`src/rtl/checker_bus.sv`:
```
// Passive protocol checker for one valid/ready request/response bus: tracks
// outstanding requests and latches the first violation. Optional timeout check: CHECKER_TIMEOUT_EN.
module checker_bus #(
    parameter int payload_width   = 32,
    parameter int max_outstanding = 4,
    parameter int timeout_cycles  = 256
) (
    input  logic                               clk,
    input  logic                               rst,
    input  logic                               req_valid,
    input  logic                               req_ready,
    input  logic [payload_width-1:0]           req_payload,
    input  logic                               resp_valid,
    input  logic                               resp_ready,
    output logic                               error,
    output logic [2:0]                         error_code,
    output logic [7:0]                         error_count,
    output logic [$clog2(max_outstanding+1)-1:0] outstanding
);

    localparam int cnt_w = $clog2(max_outstanding + 1);
    localparam logic [cnt_w-1:0] max_o = cnt_w'(max_outstanding);

    logic                     req_hs;
    logic                     resp_hs;
    logic                     req_stalled_reg;
    logic                     resp_stalled_reg;
    logic [payload_width-1:0] req_payload_q_reg;
    logic [cnt_w-1:0]         outstanding_reg;
    logic [cnt_w-1:0]         outstanding_next;
    logic                     error_reg;
    logic [2:0]               error_code_reg;
    logic [2:0]               error_code_next;
    logic [7:0]               error_count_reg;
    logic [6:0]               viol;
    logic [6:0]               first_hot;
    logic                     timeout_hit;

    assign req_hs  = req_valid & req_ready;
    assign resp_hs = resp_valid & resp_ready;

    // Bit index equals the violation code; bit 0 stands for "none" and is tied low.
    assign viol[0] = 1'b0;
    assign viol[1] = req_stalled_reg & req_valid & (req_payload != req_payload_q_reg);
    assign viol[2] = req_stalled_reg & ~req_valid;
    assign viol[3] = resp_hs & ~req_hs & (outstanding_reg == '0);
    assign viol[4] = req_hs & ~resp_hs & (outstanding_reg == max_o);
    assign viol[5] = timeout_hit;
    assign viol[6] = resp_stalled_reg & ~resp_valid;

    genvar gi;
    generate
        for (gi = 1; gi < 7; gi++) begin : g_first
            assign first_hot[gi] = viol[gi] & ~(|viol[gi-1:0]);
        end
    endgenerate
    assign first_hot[0] = 1'b0;

    always_comb begin
        error_code_next = 3'd0;
        for (int i = 1; i < 7; i++) begin
            if (first_hot[i]) begin
                error_code_next = 3'(i);
            end
        end
    end

    // A same-cycle request and response leaves the count untouched, including at zero.
    always_comb begin
        outstanding_next = outstanding_reg;
        if (req_hs && !resp_hs && outstanding_reg != max_o) begin
            outstanding_next = outstanding_reg + 1'b1;
        end else if (resp_hs && !req_hs && outstanding_reg != '0) begin
            outstanding_next = outstanding_reg - 1'b1;
        end
    end

`ifdef CHECKER_TIMEOUT_EN
    localparam int tmo_w = $clog2(timeout_cycles + 1);
    localparam logic [tmo_w-1:0] tmo_max = tmo_w'(timeout_cycles);

    logic [tmo_w-1:0] timeout_cnt_reg;
    logic             timeout_clear;

    assign timeout_clear = resp_hs | (outstanding_reg == '0);
    // Fires only on the edge that reaches the limit; the counter then parks there.
    assign timeout_hit   = ~timeout_clear & (timeout_cnt_reg == tmo_max - 1'b1);

    always_ff @(posedge clk or negedge rst) begin
        if (!rst) begin
            timeout_cnt_reg <= '0;
        end else if (timeout_clear) begin
            timeout_cnt_reg <= '0;
        end else if (timeout_cnt_reg != tmo_max) begin
            timeout_cnt_reg <= timeout_cnt_reg + 1'b1;
        end
    end
`else
    assign timeout_hit = 1'b0;
`endif

    always_ff @(posedge clk or negedge rst) begin
        if (!rst) begin
            req_stalled_reg   <= 1'b0;
            resp_stalled_reg  <= 1'b0;
            req_payload_q_reg <= '0;
            outstanding_reg   <= '0;
            error_reg         <= 1'b0;
            error_code_reg    <= 3'd0;
            error_count_reg   <= 8'd0;
        end else begin
            req_stalled_reg  <= req_valid & ~req_ready;
            resp_stalled_reg <= resp_valid & ~resp_ready;
            if (req_valid) begin
                req_payload_q_reg <= req_payload;
            end
            outstanding_reg <= outstanding_next;
            if (|viol) begin
                if (!error_reg) begin
                    error_reg      <= 1'b1;
                    error_code_reg <= error_code_next;
                end
                if (error_count_reg != 8'hFF) begin
                    error_count_reg <= error_count_reg + 1'b1;
                end
            end
        end
    end

    assign error       = error_reg;
    assign error_code  = error_code_reg;
    assign error_count = error_count_reg;
    assign outstanding = outstanding_reg;

endmodule

```
`config.mk`:
```
export PLATFORM = sky130hd
export DESIGN_NAME = checker_bus
export DESIGN_NICKNAME = d
export VERILOG_FILES = /design/src/rtl/checker_bus.sv
export SDC_FILE = /design/constraint.sdc
export NUM_CORES = 1
export LEC_CHECK = 0
export BUFFER_PORTS_ARGS = -buffer_cell sky130_fd_sc_hd__buf_2
export CAP_MARGIN = 40
export CORE_ASPECT_RATIO = 0.8
export CORE_MARGIN = 3
export CORE_UTILIZATION = 30
export DETAILED_ROUTE_END_ITERATION = 8
export MAX_ROUTING_LAYER = met4
export PLACE_DENSITY_LB_ADDON = 0.1
export SYNTH_ARGS = -nofsm -noshare
export SYNTH_HDL_FRONTEND = slang
export SYNTH_SLANG_ARGS = --single-unit
```
`constraint.sdc`:
```
create_clock -name clk -period 1.9 [get_ports clk]
set_input_delay 0.38 -clock clk [delete_from_list [all_inputs] [get_ports clk]]
set_output_delay 0.38 -clock clk [all_outputs]
set_load 0.05 [all_outputs]
```
* Word-level counts from Yosys, hierarchy flattened
Index checks and enable logic that the tools add are counted.
Word-level totals: register bits 49, input bits 38, output and inout port bits 15, word-level logic and storage cells 63
Operators by class: add/sub/neg operators 3, equal/unequal tests 4, mux-type cells 7, bitwise logic cells 27, reduce and logical (&&, ||, !) cells 15
Operators by type and width (count):
- 32-bit != test | 1
- 1-bit AND | 16
- 3-bit 2-to-1 mux | 4
- 1-bit NOT | 11
- 8-bit by 1-bit adder with 8-bit output (second input constant) | 1
- 8-bit != test (second input constant) | 1
- 5-bit OR reduction | 1
- 1-bit logical AND | 4
- 2-bit 2-to-1 mux | 2
- 2-bit AND reduction | 2
- 4-bit OR reduction | 1
- 3-bit by 1-bit adder with 3-bit output (second input constant) | 1
- 3-bit == test (second input constant) | 1
- 3-bit zero test | 1
- 3-bit != test (second input constant) | 1
- 3-bit nonzero test | 1
- 3-bit OR reduction | 1
- 3-bit by 1-bit subtractor with 3-bit output (second input constant) | 1
- 1-bit zero test | 2
- 2-bit nonzero test | 1
- 2-bit OR reduction | 1
- 1-bit 2-to-1 mux | 1

* Logic depth before layout (Yosys ltp)
Gate-level depths: netlist of the first run.
depth in word-level cells 9, gate-level depth with buffers 8, depth with buffers taken out 7

* Least setup slack after synthesis of the first run
OpenSTA, ideal clock, no wires.
path kind register to register, start point register outstanding_reg[0] (netlist: outstanding[0]), end point register error_count_reg[1] (netlist: error_count[1]), library setup time 0.125 ns, arrival 1.905 ns, required time 1.775 ns, setup slack -0.130 ns, cell stages (with the launch flop) 6, path buffers 0, clock period less this slack 2.030 ns, cells stage by stage dfrtp_1 > nor2_1 > a32oi_4 > nand2_2 > o22ai_4 > mux2_4
Between the ends: word-level cells in the longest chain between the ends 4, elaborated cells between the ends (all ways) 6, classes of those cells 1 x eq/ne; 2 x bitwise; 3 x reduce/logical
RTL lines:
- start, declared | line 29 | logic [cnt_w-1:0] outstanding_reg;
- start signal, assigned | line 117 | outstanding_reg <= outstanding_next;
- 3-bit == test / 3-bit zero test (equally long branches) | line 47, 46
- 1-bit AND, on equally long branches | line 47, 46
- 5-bit OR reduction * | line 118 | if (|viol) begin
- 2-bit AND reduction (no line) *
- end signal, assigned | line 124 | error_count_reg <= error_count_reg + 1'b1;
- end, declared | line 34 | logic [7:0] error_count_reg;
Mark *: on every way between the ends. The rest lies on a longest branch, timed or not. A chain may end at the register's enable or synchronous reset.

* Final worst setup path of the first run
start point register req_payload_q_reg[1], end point register error_reg (netlist: error)
Between the ends: word-level cells in the longest chain between the ends 3
RTL lines:
- start, declared | line 28 | logic [payload_width-1:0] req_payload_q_reg;
- start signal, assigned | line 115 | req_payload_q_reg <= req_payload;
- 32-bit != test | line 44 | assign viol[1] = req_stalled_reg & req_valid & (req_payload != req_payload_q_reg);
- 1-bit AND | line 44
- 5-bit OR reduction | line 118
- end signal, assigned | line 108 | error_reg <= 1'b0;
- end signal, assigned | line 120 | error_reg <= 1'b1;
- end, declared | line 31 | logic error_reg;
No other way between the ends.

==> results of run 1 <==
==> logic make-up after synthesis <==
| kind of cell | synth area share [%] |
|---|---|
| adder cells (fa/ha/maj) | 1.33 |
| buffers and inverters | 2.45 |
| AO/OA/AOI/OAI | 6.33 |
| multiplexers | 15.8 |
| AND/OR/NAND/NOR | 10.2 |
| XOR/XNOR | 13.9 |
| flip-flops | 50.0 |
==> synthesized netlist by cell type <==
| master | number | area share, % |
|---|---|---|
| dfrtp_1 | 49 | 50 |
| xnor2_1 | 34 | 12 |
| mux2_2 | 32 | 15 |
| nand2_1 | 11 | 1.7 |
| nor2_1 | 10 | 1.5 |
| nand4_1 | 8 | 2.0 |
| a21oi_1 | 6 | 1.2 |
| xor2_1 | 5 | 1.8 |
| inv_1 | 4 | 0.61 |
| buf_6 | 3 | 1.4 |
| clkbuf_1 | 3 | 0.46 |
| nand3_1 | 3 | 0.61 |
| nor2b_1 | 3 | 0.77 |
| nor4_1 | 3 | 0.77 |
| nor3_2 | 2 | 0.82 |
| o21ai_0 | 2 | 0.41 |
| o22a_1 | 2 | 0.71 |
| a211oi_1 | 1 | 0.31 |
| a21o_2 | 1 | 0.36 |
| a31oi_1 | 1 | 0.26 |
| a32oi_4 | 1 | 1.1 |
| and3_1 | 1 | 0.26 |
| fa_1 | 1 | 0.82 |
| ha_1 | 1 | 0.51 |
| mux2_1 | 1 | 0.46 |
| mux2_4 | 1 | 0.61 |
| nand2_2 | 1 | 0.26 |
| nand3b_1 | 1 | 0.31 |
| nor3_1 | 1 | 0.20 |
| o22a_2 | 1 | 0.41 |
| o22ai_1 | 1 | 0.26 |
| o22ai_4 | 1 | 0.82 |
| o41a_1 | 1 | 0.46 |
| or2b_1 | 1 | 0.31 |
| or2b_2 | 1 | 0.36 |
| or3_2 | 1 | 0.31 |
==> per-layer routing <==
layer | vias to the layer above | routed length [um]
li1 | 833 | -
met1 | 804 | 2280
met2 | 26 | 2300
met3 | 2 | 213
met4 | 0 | 24
met5 | - | 0
==> power by group <==
| group | internal, uW | switching [uW] | total (uW) |
|---|---|---|---|
| Clock | 256 | 347 | 603 |
| Combinational | 486 | 824 | 1310 |
| Sequential | 1250 | 201 | 1450 |
| Total | 1990 | 1370 | 3360 |
==> timing repair <==
action	4_1_cts	5_1_grt
setup endpoints to repair	12	12
resized for setup	5	3
hold buffers	0	0
pin swaps	10	2
==> area by class of cell <==
type / count / area [um2] / share of cell area [%]
Antenna cell: 1 / 2.50 / 0.0818
Multi-Input combinational cell: 140 / 1210 / 39.5
Clock buffer: 6 / 72.6 / 2.37
Clock inverter: 2 / 10.0 / 0.327
Sequential cell: 49 / 1230 / 40.2
Inverter: 4 / 15.0 / 0.491
Tap cell: 105 / 131 / 4.29
Timing Repair Buffer: 67 / 389 / 12.7
==> worst max path at each step <==
stage / cells past startpoint / from / slack [ns] / to
after floorplan: 5 / outstanding[2] / 0.07 / error_count[6]
after global placement: 9 / req_payload[15] / -0.36 / error_count[6]
after detailed placement: 8 / req_payload[27] / -0.37 / error_count[1]
after CTS: 7 / req_payload_q_reg[24] / -0.08 / error_count[1]
after global routing: 7 / req_payload_q_reg[24] / -0.21 / error_count[1]
final: 7 / req_payload_q_reg[1] / -0.07 / error
==> stage by stage <==
stage / power (uW) / std cells
6_report: 3360 / 374
5_1_grt: 3620 / 374
4_1_cts: 3420 / 373
3_5_place_dp: 2780 / 365
3_3_place_gp: 2780 / 365
2_1_floorplan: 2420 / 199
==> summary.md, run 1 <==
| Metric | Value |
|---|---|
| Status | finished, violations left |
| Failing checks | setup timing |
| Final ANT Viol Nets | 0 |
| CTS Buf Count | 5 |
| Global route hottest layer | met2 |
| Die area | 9300 um2 |
| CP required | 2.07 ns |
| Top delay family on crit path | simple AND/OR/NAND/NOR gates |
| FF-to-FF setup slack | -0.07 ns |
| Post-CTS Setup Repair Bufs | 0 |
| Antenna violations before repair | 1 |
| Hold Fails Final Rpt | 0 |
| Gr usage total | 11.7% |
| Setup total negative slack | -0.149 ns |
| IO Pins | 53 |
| Worst slew margin | 71.7% |
| Reg-to-reg endpoint | error |
| Max VDD drop | 0.000529 V |
| Share of cells above drive strength 1 | 46.3% |
| Grt ovf | 0 |
| Core Area | 7670 um2 |
| Max Cap Viol | 0 |
| CP cell instances | xnor2_1 > nand4_1 > nor4_2 > buf_4 > a21oi_4 > buf_4 > or3_2 |
| Final hold slack | 0.0643 ns |
| Initial DRC count | 29 |
| Largest fanout on the critical path | 3 |
| WL per Instance | 12.9 um |
| Post-Syn Nets | 239 |
| Final number of setup-violating endpoints | 3 |
| Die width | 107 um |
| Met1 Usage GRT | 14.8% |
| Slowest cell delay on critical path | 0.43 ns |
| Synthesized instance count | 199 |
| YS warnings | 0 |
| Largest net degree at the start of global routing | 50 |
| IO buf count | 52 |
| Worst Path Buf+Inv | 2 |
| DR pass1 iterations | 3 |
| Post-DP HPWL | 3560 um |
| Post-route setup slack | -0.0655 ns |
| Max reg flops | 32 |
| Final period util | 103% |
| Leading cell types in the layout, fill and taps excluded | buf_2 (52), dfrtp_1 (46), xnor2_1 (33), mux2_2 (32), buf_4 (13) |
| Routability cong. | 0.777 |
| RSZ-0062 raised after global routing | yes |
| Via density | 4.45 |
| Number of global-route vias before repair | 1719 |
| Setup crit start kind | register |
| First-pass GRT wire length | 8250 um |
| Placed instance area | 2930 um2 |
| Clk sink count | 49 |
| Final Skew | 0.00692 ns |
| Netlist cell types | 36 |
| Area growth syn-to-layout | 24.7% |
| Worst skew pair latency | 0.29 ns |
| DRC | 0 |
| Power per cell area | 1100 nW/um2 |
| Die Ht | 86.9 um |
| Final min period | 1.97 ns |
| Reg clk slew, reported paths | 0.09 ns |
| Finished Cell Area | 3060 um2 |
| RR Startpoint | req_payload_q_reg[1] |
| CTS Root Cell | clkbuf_8 |
| Reg2reg path depth | 7 |
| # rows | 28 |
| Crit path DAT | 2.13 ns |
| Initial Util | 32.0% |
| CTS tree | built |
| Vias | 1665 |
| Sequential area share after synthesis | 50.0% |
| M2 GR Usage | 18.6% |
| Met3 usage | 3.19% |
| Mapped Avg Cell Area | 12.3 um2 |
| H-tree depth | 2 |
| Fill cells | 749 |
| Leakage | 0.00131 uW |
| CP most frequent cell | buf_4 |
| Final Max Slew Viols | 0 |
| Post-Syn Area | 2450 um2 |
| Synth Register Bits | 49 |
| Final nets | 307 |
| Most common cell after layout, fill and taps aside | buf_2 |
| Setup WS pre-CTS | -0.367 ns |
| Final core utilization | 39.9% |
| WS Path Type | register to register |
| Slew @ Worst Pin | 0.425 ns |
| Max frequency | 0.509 GHz |
| Hold Path Class | input port to asynchronous set/reset pin |
| CP max stage cell | or3_2 |
| CTS Buffer Depth | 2 |
| CP Capture Type | register |
| Routed wire length | 4820 um |
Note: power is estimated with default switching activity, not from simulation.
==> inputs of run 2 (changes only) <==
--- a/config.mk
+++ b/config.mk
@@ -9,10 +9,11 @@
 export CAP_MARGIN = 40
 export CORE_ASPECT_RATIO = 0.8
 export CORE_MARGIN = 3
-export CORE_UTILIZATION = 30
+export CORE_UTILIZATION = 40
 export DETAILED_ROUTE_END_ITERATION = 8
 export MAX_ROUTING_LAYER = met4
 export PLACE_DENSITY_LB_ADDON = 0.1
+export SKIP_LAST_GASP = 1
 export SYNTH_ARGS = -nofsm -noshare
 export SYNTH_HDL_FRONTEND = slang
 export SYNTH_SLANG_ARGS = --single-unit
==> summary.md, run 2 (same netlist as run 1, synthesis figures left out) <==
| Metric | Value |
|---|---|
| Initial DRC count | 51 (was 29) |
| Sw Share | 40.1% (was 40.8%) |
| Leading cell types in the layout, fill and taps excluded | buf_2 (52), dfrtp_1 (46), xnor2_1 (33), mux2_2 (32), buf_4 (15) (was buf_2 (52), dfrtp_1 (46), xnor2_1 (33), mux2_2 (32), buf_4 (13)) |
| Area growth syn-to-layout | 25.5% (was 24.7%) |
| Max frequency | 0.510 GHz (was 0.509 GHz) |
| Slew @ Worst Pin | 0.362 ns (was 0.425 ns) |
| Failing checks | setup timing (unchanged) |
| Vias | 1662 (was 1665) |
| Final min period | 1.96 ns (was 1.97 ns) |
| Largest net degree at the start of global routing | 50 (unchanged) |
| # hold bufs at CTS | 0 (unchanged) |
| Routability cong. | 0.739 (was 0.777) |
| Power per cell area | 1120 nW/um2 (was 1100 nW/um2) |
| Fin cells | 348 (was 374) |
| CTS Root Cell | clkbuf_8 (unchanged) |
| CTS Buffer Depth | 2 (unchanged) |
| Post-DP HPWL | 3320 um (was 3560 um) |
| Reg power frac | 42.2% (was 43.1%) |
| WL per Instance | 12.9 um (about the same) |
| Number of global-route vias before repair | 1600 (was 1719) |
| Initial Util | 43.2% (was 32.0%) |
| Worst slew margin | 75.7% (was 71.7%) |
| Most common cell after layout, fill and taps aside | buf_2 (unchanged) |
| Comb pwr share | 39.8% (was 39.0%) |
| IO buf count | 52 (unchanged) |
| Hold Fails Final Rpt | 0 (unchanged) |
| Clk pwr share | 18.0% (about the same) |
| Routed wire length | 4480 um (was 4820 um) |
| Setup crit start kind | register (unchanged) |
| Via density | 4.78 (was 4.45) |
| First-pass GRT wire length | 7630 um (was 8250 um) |
| Final Skew | 0.0110 ns (was 0.00692 ns) |
| Gr usage total | 13.7% (was 11.7%) |
| Final ANT Viol Nets | 0 (unchanged) |
| Post-route setup slack | -0.0614 ns (was -0.0655 ns) |
| Final core utilization | 54.2% (was 39.9%) |
| Final period util | 103% (about the same) |
| Status | finished, violations left (unchanged) |
| Worst skew pair latency | 0.29 ns (about the same) |
| Max reg flops | 32 (unchanged) |
| Leakage | 0.00133 uW (was 0.00131 uW) |
| Largest fanout on the critical path | 6 (was 3) |
| WS Path Type | register to register (unchanged) |
| Grt ovf | 0 (unchanged) |
| Die width | 93.5 um (was 107 um) |
| Core Area | 5680 um2 (was 7670 um2) |
| Max Cap Viol | 0 (unchanged) |
| DR pass1 iterations | 4 (was 3) |
| CP required | 2.09 ns (was 2.07 ns) |
| # rows | 24 (was 28) |
| CP Capture Type | register (unchanged) |
| Reg2reg path depth | 7 (unchanged) |
| CTS Buf Count | 5 (unchanged) |
| Reg clk slew, reported paths | 0.09 ns (about the same) |
| Fill cells | 520 (was 749) |
| Hold Path Class | input port to asynchronous set/reset pin (unchanged) |
| Final nets | 309 (was 307) |
| Clk sink count | 49 (unchanged) |
| Max VDD drop | 0.00113 V (was 0.000529 V) |
| P_sw | 1380 uW (was 1370 uW) |
| Share of cells above drive strength 1 | 47.4% (was 46.3%) |
| Antenna violations before repair | 0 (was 1) |
| Final Max Slew Viols | 0 (unchanged) |
| IO Pins | 53 (unchanged) |
| Crit path DAT | 2.15 ns (was 2.13 ns) |
| H-tree depth | 2 (unchanged) |
| DRC | 0 (unchanged) |
| # diodes | 0 (was 1) |
| Cells after DPL | 339 (was 365) |
| Die Ht | 76.0 um (was 86.9 um) |
| P_int | 2060 uW (was 1990 uW) |
| Die area | 7110 um2 (was 9300 um2) |
| CTS tree | built (unchanged) |
| RSZ-0062 raised after global routing | yes (unchanged) |
| Final number of setup-violating endpoints | 5 (was 3) |
[run 2: stage by stage]
step | hold slack [ns] | power, uW | setup slack, ns | TNS (ns) | instance area, um2
floorplan | 0.0844 | 2420 | 0.0684 | 0 | 2460
global placement | 0.393 | 2780 | -0.318 | -2.64 | 2900
detailed placement | 0.390 | 2780 | -0.317 | -2.59 | 2900
CTS | 0.0626 | 3440 | -0.0697 | -0.258 | 3040
global route | 0.0655 | 3660 | -0.196 | -1.45 | 3080
finish | 0.0576 | 3430 | -0.0614 | -0.184 | 3080
[run 2: final timing paths]
check	startpoint	to	slack, ns
setup reg to reg	req_payload_q_reg[8]	error_count[1]	-0.06
max in group asynchronous	rst	outstanding[2]	1.61
hold reg to reg	error_code[2]	error_code[2]	0.49
setup / recovery	req_payload_q_reg[8]	error_count[1]	-0.06
hold / removal	rst	req_payload_q_reg[8]	0.06
min in group clk	resp_ready	resp_stalled_reg	0.23
[run 2: power by group through the flow]
stage / logic, uW / registers (uW) / clock network, uW
floorplan: 551 / 1870 / 0
global placement: 1320 / 1460 / 0
detailed placement: 1320 / 1460 / 0
CTS: 1340 / 1440 / 649
global route: 1480 / 1490 / 695
finish: 1370 / 1450 / 619
[run 2: critical path, cell delays in order, from the launching register on]
cell,delay [ns]
dfrtp_1,0.40
xnor2_1,0.17
nand4_1,0.15
nor4_2,0.32
buf_4,0.16
a21oi_4,0.07
o22ai_4,0.26
mux2_4,0.32
[run 2: metal layers]
layer	routed length [um]	track usage [%]	vias to the layer above
li1	-	-	834
met1	2260	19.7	792
met2	1950	19.2	34
met4	27	3.03	0
met3	248	3.95	2
met5	0	-	-
[run 2: what timing repair did]
action                     in CTS  in global routing
pin swaps                       8                  2
setup buffers                   1                  0
gates resized for setup         7                  6
setup endpoints to repair      12                 11
[run 2: area by class of cell]
cell class,count,area (um2),share of cell area [%]
tap,78,97.6,3.17
sequential,49,1230,40.0
timing repair buffer,69,404,13.1
inverter,4,15.0,0.488
multi-input combinational,140,1240,40.3
clock buffer,8,90.1,2.93
